[config.mk]
export PLATFORM = sky130hd
export DESIGN_NAME = cmsdk_ahb_bm_decode_param
export DESIGN_NICKNAME = d
export VERILOG_FILES = /design/src/rtl/cmsdk_ahb_bm_decode_param.sv
export SDC_FILE = /design/constraint.sdc
export NUM_CORES = 1
export LEC_CHECK = 0
export ABC_CLOCK_PERIOD_IN_PS = 2000
export CORE_AREA = 2 2 122 124
export CTS_CLUSTER_SIZE = 40
export DETAILED_ROUTE_END_ITERATION = 6
export DIE_AREA = 0 0 124 126
export HOLD_SLACK_MARGIN = 0.05
export PLACE_DENSITY = 0.63
export SYNTH_ARGS = -nofsm -noshare
export SYNTH_HDL_FRONTEND = slang
export SYNTH_SLANG_ARGS = --single-unit
[constraint.sdc]
create_clock -name HCLK -period 2 [get_ports HCLK]
set_input_delay 0.4 -clock HCLK [delete_from_list [all_inputs] [get_ports HCLK]]
set_output_delay 0.4 -clock HCLK [all_outputs]
set_load 0.005 [all_outputs]
[src/rtl/cmsdk_ahb_bm_decode_param.sv]
// AHB bus-matrix input-port decoder: base/mask region decode, data-phase response mux and an
// internal ERROR default slave. Define AHB_BM_DECODE_ERRCNT_EN to build the decode-error counter.
module cmsdk_ahb_bm_decode_param #(
    parameter int NUM_MI = 3,
    parameter logic [NUM_MI*22-1:0] REGION_BASE =
        (NUM_MI*22)'({{5{22'h3FFFFF}}, 22'h200000, 22'h100000, 22'h000000}),
    parameter logic [NUM_MI*22-1:0] REGION_MASK =
        (NUM_MI*22)'({{5{22'h000000}}, 22'h300000, 22'h300000, 22'h300000}),
    parameter int USER_W = 32,
    parameter int CNT_W  = 8
) (
    input  logic                     HCLK,
    input  logic                     HRESET,
    input  logic                     HREADYS,
    input  logic                     sel_dec,
    input  logic [21:0]              decode_addr_dec,
    input  logic [1:0]               trans_dec,
    input  logic [NUM_MI-1:0]        active_in,
    input  logic [NUM_MI-1:0]        readyout_in,
    input  logic [2*NUM_MI-1:0]      resp_in,
    input  logic [32*NUM_MI-1:0]     rdata_in,
    input  logic [USER_W*NUM_MI-1:0] ruser_in,
    input  logic                     cnt_clr,
    output logic [NUM_MI-1:0]        sel_out,
    output logic                     active_dec,
    output logic                     HREADYOUTS,
    output logic [1:0]               HRESPS,
    output logic [31:0]              HRDATAS,
    output logic [USER_W-1:0]        HRUSERS,
    output logic [CNT_W-1:0]         err_cnt
);

    localparam int PW = $clog2(NUM_MI + 1);
    localparam logic [PW-1:0] DS_PORT = PW'(NUM_MI);

    typedef enum logic [1:0] {DS_IDLE, DS_ERR1, DS_ERR2} ds_state_t;

    ds_state_t       r_state;
    ds_state_t       w_state_nxt;
    logic [PW-1:0]   r_data_port;
    logic [PW-1:0]   w_hit_port;
    logic [PW-1:0]   w_addr_port;
    logic            w_ds_accept;
    logic            w_ds_ready;
    logic [1:0]      w_ds_resp;

    // A region with an all-zero mask is treated as disabled so unused upper ports never match.
    always_comb begin
        w_hit_port = DS_PORT;
        for (int i = NUM_MI - 1; i >= 0; i--) begin
            if ((((decode_addr_dec ^ REGION_BASE[i*22 +: 22]) & REGION_MASK[i*22 +: 22]) == 22'd0)
                && (REGION_MASK[i*22 +: 22] != 22'd0)) begin
                w_hit_port = PW'(i);
            end
        end
    end

    assign w_addr_port = ((trans_dec == 2'b00) && (r_data_port != DS_PORT)) ? r_data_port : w_hit_port;

    always_comb begin
        sel_out    = '0;
        active_dec = 1'b1;
        for (int i = 0; i < NUM_MI; i++) begin
            if (w_addr_port == PW'(i)) begin
                sel_out[i] = sel_dec;
                active_dec = active_in[i];
            end
        end
    end

    always_comb begin
        HREADYOUTS = w_ds_ready;
        HRESPS     = w_ds_resp;
        HRDATAS    = '0;
        HRUSERS    = '0;
        for (int i = 0; i < NUM_MI; i++) begin
            if (r_data_port == PW'(i)) begin
                HREADYOUTS = readyout_in[i];
                HRESPS     = resp_in[2*i +: 2];
                HRDATAS    = rdata_in[32*i +: 32];
                HRUSERS    = ruser_in[USER_W*i +: USER_W];
            end
        end
    end

    assign w_ds_accept = sel_dec & HREADYS & trans_dec[1] & (w_addr_port == DS_PORT);

    always_comb begin
        w_state_nxt = r_state;
        w_ds_ready  = 1'b1;
        w_ds_resp   = 2'b00;
        case (r_state)
            DS_IDLE: begin
                if (w_ds_accept) w_state_nxt = DS_ERR1;
            end
            DS_ERR1: begin
                w_ds_ready  = 1'b0;
                w_ds_resp   = 2'b01;
                w_state_nxt = DS_ERR2;
            end
            DS_ERR2: begin
                w_ds_resp   = 2'b01;
                w_state_nxt = w_ds_accept ? DS_ERR1 : DS_IDLE;
            end
            default: w_state_nxt = DS_IDLE;
        endcase
    end

    always_ff @(posedge HCLK) begin
        if (HRESET) begin
            r_state     <= DS_IDLE;
            r_data_port <= DS_PORT;
        end else begin
            r_state <= w_state_nxt;
            if (HREADYS) r_data_port <= w_addr_port;
        end
    end

`ifdef AHB_BM_DECODE_ERRCNT_EN
    logic [CNT_W-1:0] r_err_cnt;
    logic             w_err_inc;

    assign w_err_inc = (w_state_nxt == DS_ERR1) && (r_state != DS_ERR1);

    // Clear takes priority over a coincident increment; the count saturates at all-ones.
    always_ff @(posedge HCLK) begin
        if (HRESET || cnt_clr) begin
            r_err_cnt <= '0;
        end else if (w_err_inc && (r_err_cnt != {CNT_W{1'b1}})) begin
            r_err_cnt <= r_err_cnt + CNT_W'(1);
        end
    end

    assign err_cnt = r_err_cnt;
`else
    logic w_unused_cnt_clr;
    assign w_unused_cnt_clr = cnt_clr;
    assign err_cnt = '0;
`endif

endmodule

# Word level (Yosys, flattened, before mapping)
# Index checks and enable logic that the tools add are counted.
totals:
  reg_bits: 4
  latch_bits: 0
  ramBits: 0
  mem_bits_ro: 0
  inputBits: 233
  output_inout_bits: 79
  wordCells: 52
  memories: 0
op_classes:
  addsub: 0
  n_mul: 0
  n_div: 0
  order_cmp: 0
  eq_ne: 9
  n_shift: 0
  muxes: 27
  n_bitwise: 5
  reduce_logical: 9
ops:
  columns: ["op", "count"]
  rows:
  - ["two-way mux 32 bit", 6]
  - ["logical NOT 22 bit", 3]
  - ["two-way mux 2 bit", 7]
  - ["two-way mux 1 bit", 13]
  - ["== test 2 bit (second input constant)", 4]
  - ["logical NOT 2 bit", 4]
  - ["== test 2 x 1 -> 1 bit (second input constant)", 3]
  - ["case mux 2 bit (3 select lines)", 1]
  - ["!= test 2 bit (second input constant)", 2]
  - ["bitwise AND 1 bit", 3]
  - ["inverter 1 bit", 2]
  - ["OR reduction 2 bit", 1]
  - ["logical AND 1 bit", 1]

# Longest topological paths before layout
# Gate-level depths: netlist of the first run.
depth:
  depth_word: 10
  depth_mapped: 6

# Worst setup path before layout of the first run
# Ideal clock, no wire load.
synth_path:
  kind: "reg2out"
  from: "reg r_state[0]"
  to: "out HRESPS[0]"
  arrival_ns: 1.179
  required_time_ns: 1.600
  slack_ns: 0.421
  stages_incl_launch_ff: 4
  path_cell_list: "dfxtp_1 -> inv_1 -> ha_1 -> mux4_2"
synth_between:
  elab_chain_cells: 6
synth_lines:
  columns: ["element", "line", "rtl"]
  rows:
  - ["start, declared", "38", "ds_state_t r_state;"]
  - ["start signal, assigned", "114", "r_state <= w_state_nxt;"]
  - ["== test 2 bit or == test 2 x 1 -> 1 bit (tied branches)", "92", "case (r_state)"]
  - ["OR reduction 2 bit (no source line) *", null, null]
  - ["two-way mux 1 bit *", "92", null]
  - ["two-way mux 2 bit * (3 in a row)", "77", "if (r_data_port == PW'(i)) begin"]
  - ["end, declared", "27", "output logic [1:0] HRESPS,"]
# Every way passes the cells marked *; elsewhere a longest branch is shown, timed or not.

# Worst setup path after layout of the first run
layout_path:
  from: "reg r_data_port[0]"
  to: "out HRESPS[0]"
layout_between:
  elab_chain_cells: 4
layout_lines:
  columns: ["element", "line", "rtl"]
  rows:
  - ["start, declared", "40", "logic [PW-1:0] r_data_port;"]
  - ["start signal, assigned", "115", "if (HREADYS) r_data_port <= w_addr_port;"]
  - ["logical NOT 2 bit", "77", null]
  - ["two-way mux 2 bit (2 in a row)", "77", null]
  - ["two-way mux 2 bit *", "77", null]
# Marks and branches as above.

==> summary.md, run 1 <==
| Metric | Value |
|---|---|
| Outcome | `complete, but fails checks` |
| Failing checks | `negative setup slack` |
| Detailed Route Iter0 Violations | `105` |
| Port Buffers | `282` |
| Yosys reg bits | `4` |
| RSZ-0062 raised after global routing | `true` |
| Hpwl dp | `8566 um` |
| Fraction of the yosys area taken by sequential cells | `4.417%` |
| Crit path DAT | `1.70 ns` |
| Tot Pwr | `0.001402 W` |
| Clock-pin transition on the worst setup and hold timing paths | `0.03 ns` |
| Buf+Inv Stages, Crit Path | `5` |
| Setup Viol. Count Final | `28` |
| TritonCTS clock tree | `done` |
| Min cycle time layout | `2.104 ns` |
| Top-level port count | `312` |
| Fill count | `1514` |
| Core ar. | `14310 um^2` |
| Routed WL | `11340 um` |
| Count of different cell masters after synthesis | `27` |
| Peak VDD IR | `0.0002127 V` |
| Hold Path Class | `flip-flop to flip-flop` |
| Max_cap viols | `0` |
| Period utilization | `105.2%` |
| Startpoint types | `flip-flop` |
| Most common cell after layout, fill and taps aside | `clkdlybuf4s50_1` |
| Die width | `124 um` |
| Vias in the first global route | `3126` |
| Largest net degree at the start of global routing | `39` |
| Clock Sinks | `4` |
| WP data required | `1.60 ns` |
| Root Buffer | `clkbuf_16` |
| Ant diodes | `0` |
| Die Height | `126 um` |
| Finished Cell Area | `5169 um^2` |
| Gpl congestion | `0.8799` |
| Critical-path maximum fanout | `6` |
| DR pass1 iterations | `4` |
| Full die area | `15620 um^2` |
| CP max-delay cell | `mux4_2` |
| Longest Clk Path Bufs | `2` |
| Fraction of layout cells with a size suffix above 1 | `13.71%` |
| Detail Route Antenna Nets | `0` |
| Skew-Pair Late Insertion Delay | `0.23 ns` |
| Final Hold Vio Count | `0` |
| Total gr overflow | `0` |
| Mean Syn Cell Area | `6.765 um^2` |
| CP Capture Type | `output port` |
| Skew final | `0.00003142 ns` |
| Delay-heaviest family, CP | `buffers and inverters` |
| Dpl cell area | `4881 um^2` |
| Lkg Pwr | `2.692 nW` |
| Most frequent cells in the layout | `209 x clkdlybuf4s50_1, 68 x nand2_1, 66 x mux2i_1` |
| First-pass GRT wire length | `15830 um` |
| Std cell rows | `44` |
| Fmax | `475.3 MHz` |
| Crit-path most repeated cell | `buf_6` |
| Final Util | `36.11%` |
| Synthesized cell area | `1813 um^2` |
| WL per Instance | `15.06 um` |
| Layout Nets | `808` |
| Hold slack | `0.6278 ns` |
| H-tree levels | `1` |
| Synth Instances | `268` |
| Initial core utilization | `12.67%` |
| CP cell instances | `buf_4, buf_8, buf_6, buf_6, mux4_2, buf_2` |
| Area Overhead vs Synth | `185.1%` |
| Drt via density | `4.133` |
| CP peak stage delay | `0.48 ns` |
| Critical path class | `flip-flop to output port` |
| Final worst setup slack | `-0.1039 ns` |
| Initial antenna violation count | `0` |
| All-Layer GR Usage | `12.79%` |
| Power Dens Cells | `271.2 nW/um^2` |
| Yosys Warn Count | `0` |
| DRC | `0` |
| Slew Viols, Final | `0` |
| Via count | `3112` |
| CTS buffer count | `3` |
area by class of cell:
cell class	instances	area [um^2]	share of cell area (%)
flip-flops and latches	4	87.58	1.695
repair buffers	320	3187	61.66
multi-input cells	237	1570	30.38
clock buffers	4	78.83	1.525
inverters	4	15.01	0.2905
well taps	184	230.2	4.454
path summary, 6_finish.rpt:
check | from | end | slack, ns | depth (start not counted)
setup / recovery | r_data_port[0] | HRESPS[0] | -0.10 | 6
hold reg to reg | r_state[0] | r_state[0] | 0.63 | 3
setup reg to reg | r_data_port[0] | r_data_port[0] | 0.61 | 6
hold / removal | r_state[0] | r_state[0] | 0.63 | 3
kinds of logic after synthesis:
group / after synthesis / share of synthesized area (%)
adder cells (fa/ha/maj): 5 / 3.451
buffers and inverters: 34 / 11.80
AO/OA/AOI/OAI: 73 / 21.74
multiplexers: 69 / 39.48
other: 1 / 0.2068
AND/OR/NAND/NOR: 82 / 18.91
flip-flops: 4 / 4.417
metal layers:
metal,part of all wire [%],GRT usage [%],wire (um)
met1,39,14.44,4399
met2,52,25.05,5922
met3,7.9,1.721,898
met4,1.0,2.445,118
met5,0,0,0
through the flow:
step | setup TNS [ns] | std cells | worst slack [ns]
5_1_grt | -3.279 | 753 | -0.1667
4_1_cts | -3.308 | 745 | -0.2265
6_report | -0.6680 | 753 | -0.1039
3_5_place_dp | -4.295 | 726 | -0.5821
3_3_place_gp | -3.770 | 726 | -0.5739
2_1_floorplan | 0 | 275 | 0.4212
synthesized netlist by cell type:
cell / n / area (um^2)
o2111ai_1: 1 / 8.760
or2_1: 2 / 12.51
buf_6: 1 / 11.26
ha_1: 5 / 62.56
conb_1: 1 / 3.750
nor2_1: 6 / 22.52
and4_1: 1 / 8.760
o21bai_2: 1 / 11.26
nand2_1: 68 / 255.2
nor3_2: 1 / 10.01
nand3_1: 1 / 5.000
mux2i_1: 67 / 670.6
nor2b_1: 1 / 6.260
dfxtp_1: 4 / 80.08
o21ai_0: 65 / 325.3
a21oi_1: 3 / 15.01
a22oi_1: 1 / 7.510
nor3_4: 1 / 16.27
o21bai_4: 1 / 18.77
buf_2: 3 / 15.01
and3_1: 1 / 6.260
clkbuf_1: 6 / 22.52
a21boi_0: 1 / 7.510
mux4_2: 2 / 45.04
buf_4: 19 / 142.6
inv_1: 4 / 15.01
clkbuf_4: 1 / 7.510
flip-flops by register name (all words and copies together), names as in the netlist:
name	flops
r_state	2
r_data_port	2
power by group:
part	leakage, nW	total, W	switching [W]	internal (W)
combinational	2.62	0.000982	0.000317	0.000665
clock	0.0382	0.000331	0.0000667	0.000264
sequential	0.0328	0.0000892	0.00000668	0.0000826
total	2.69	0.00140	0.000391	0.00101
worst min-delay path, delay by kind of cell (launching register included):
family,cells,cell delay (ns)
flops,1,0.31
simple gates,1,0.06
compound gates,1,0.06
buf+inv,1,0.15
repair_timing:
action | 4_1_cts | 5_1_grt
endpoints found under the setup margin | 71 | 48
setup buffers | 12 | 7
cloned | 3 | 2
pin swaps | 5 | 4
endpoints found under the hold margin | 0 | 0
hold buffers | 0 | 0
gates resized for setup | 93 | 63
Power figures use the tool's default switching activity.
==> run 2: changes to the inputs <==
SLEW_MARGIN = 0   (was unset)
==> results of run 2 <==
No change in the layout: final DEF, timing and power equal those of run 1.
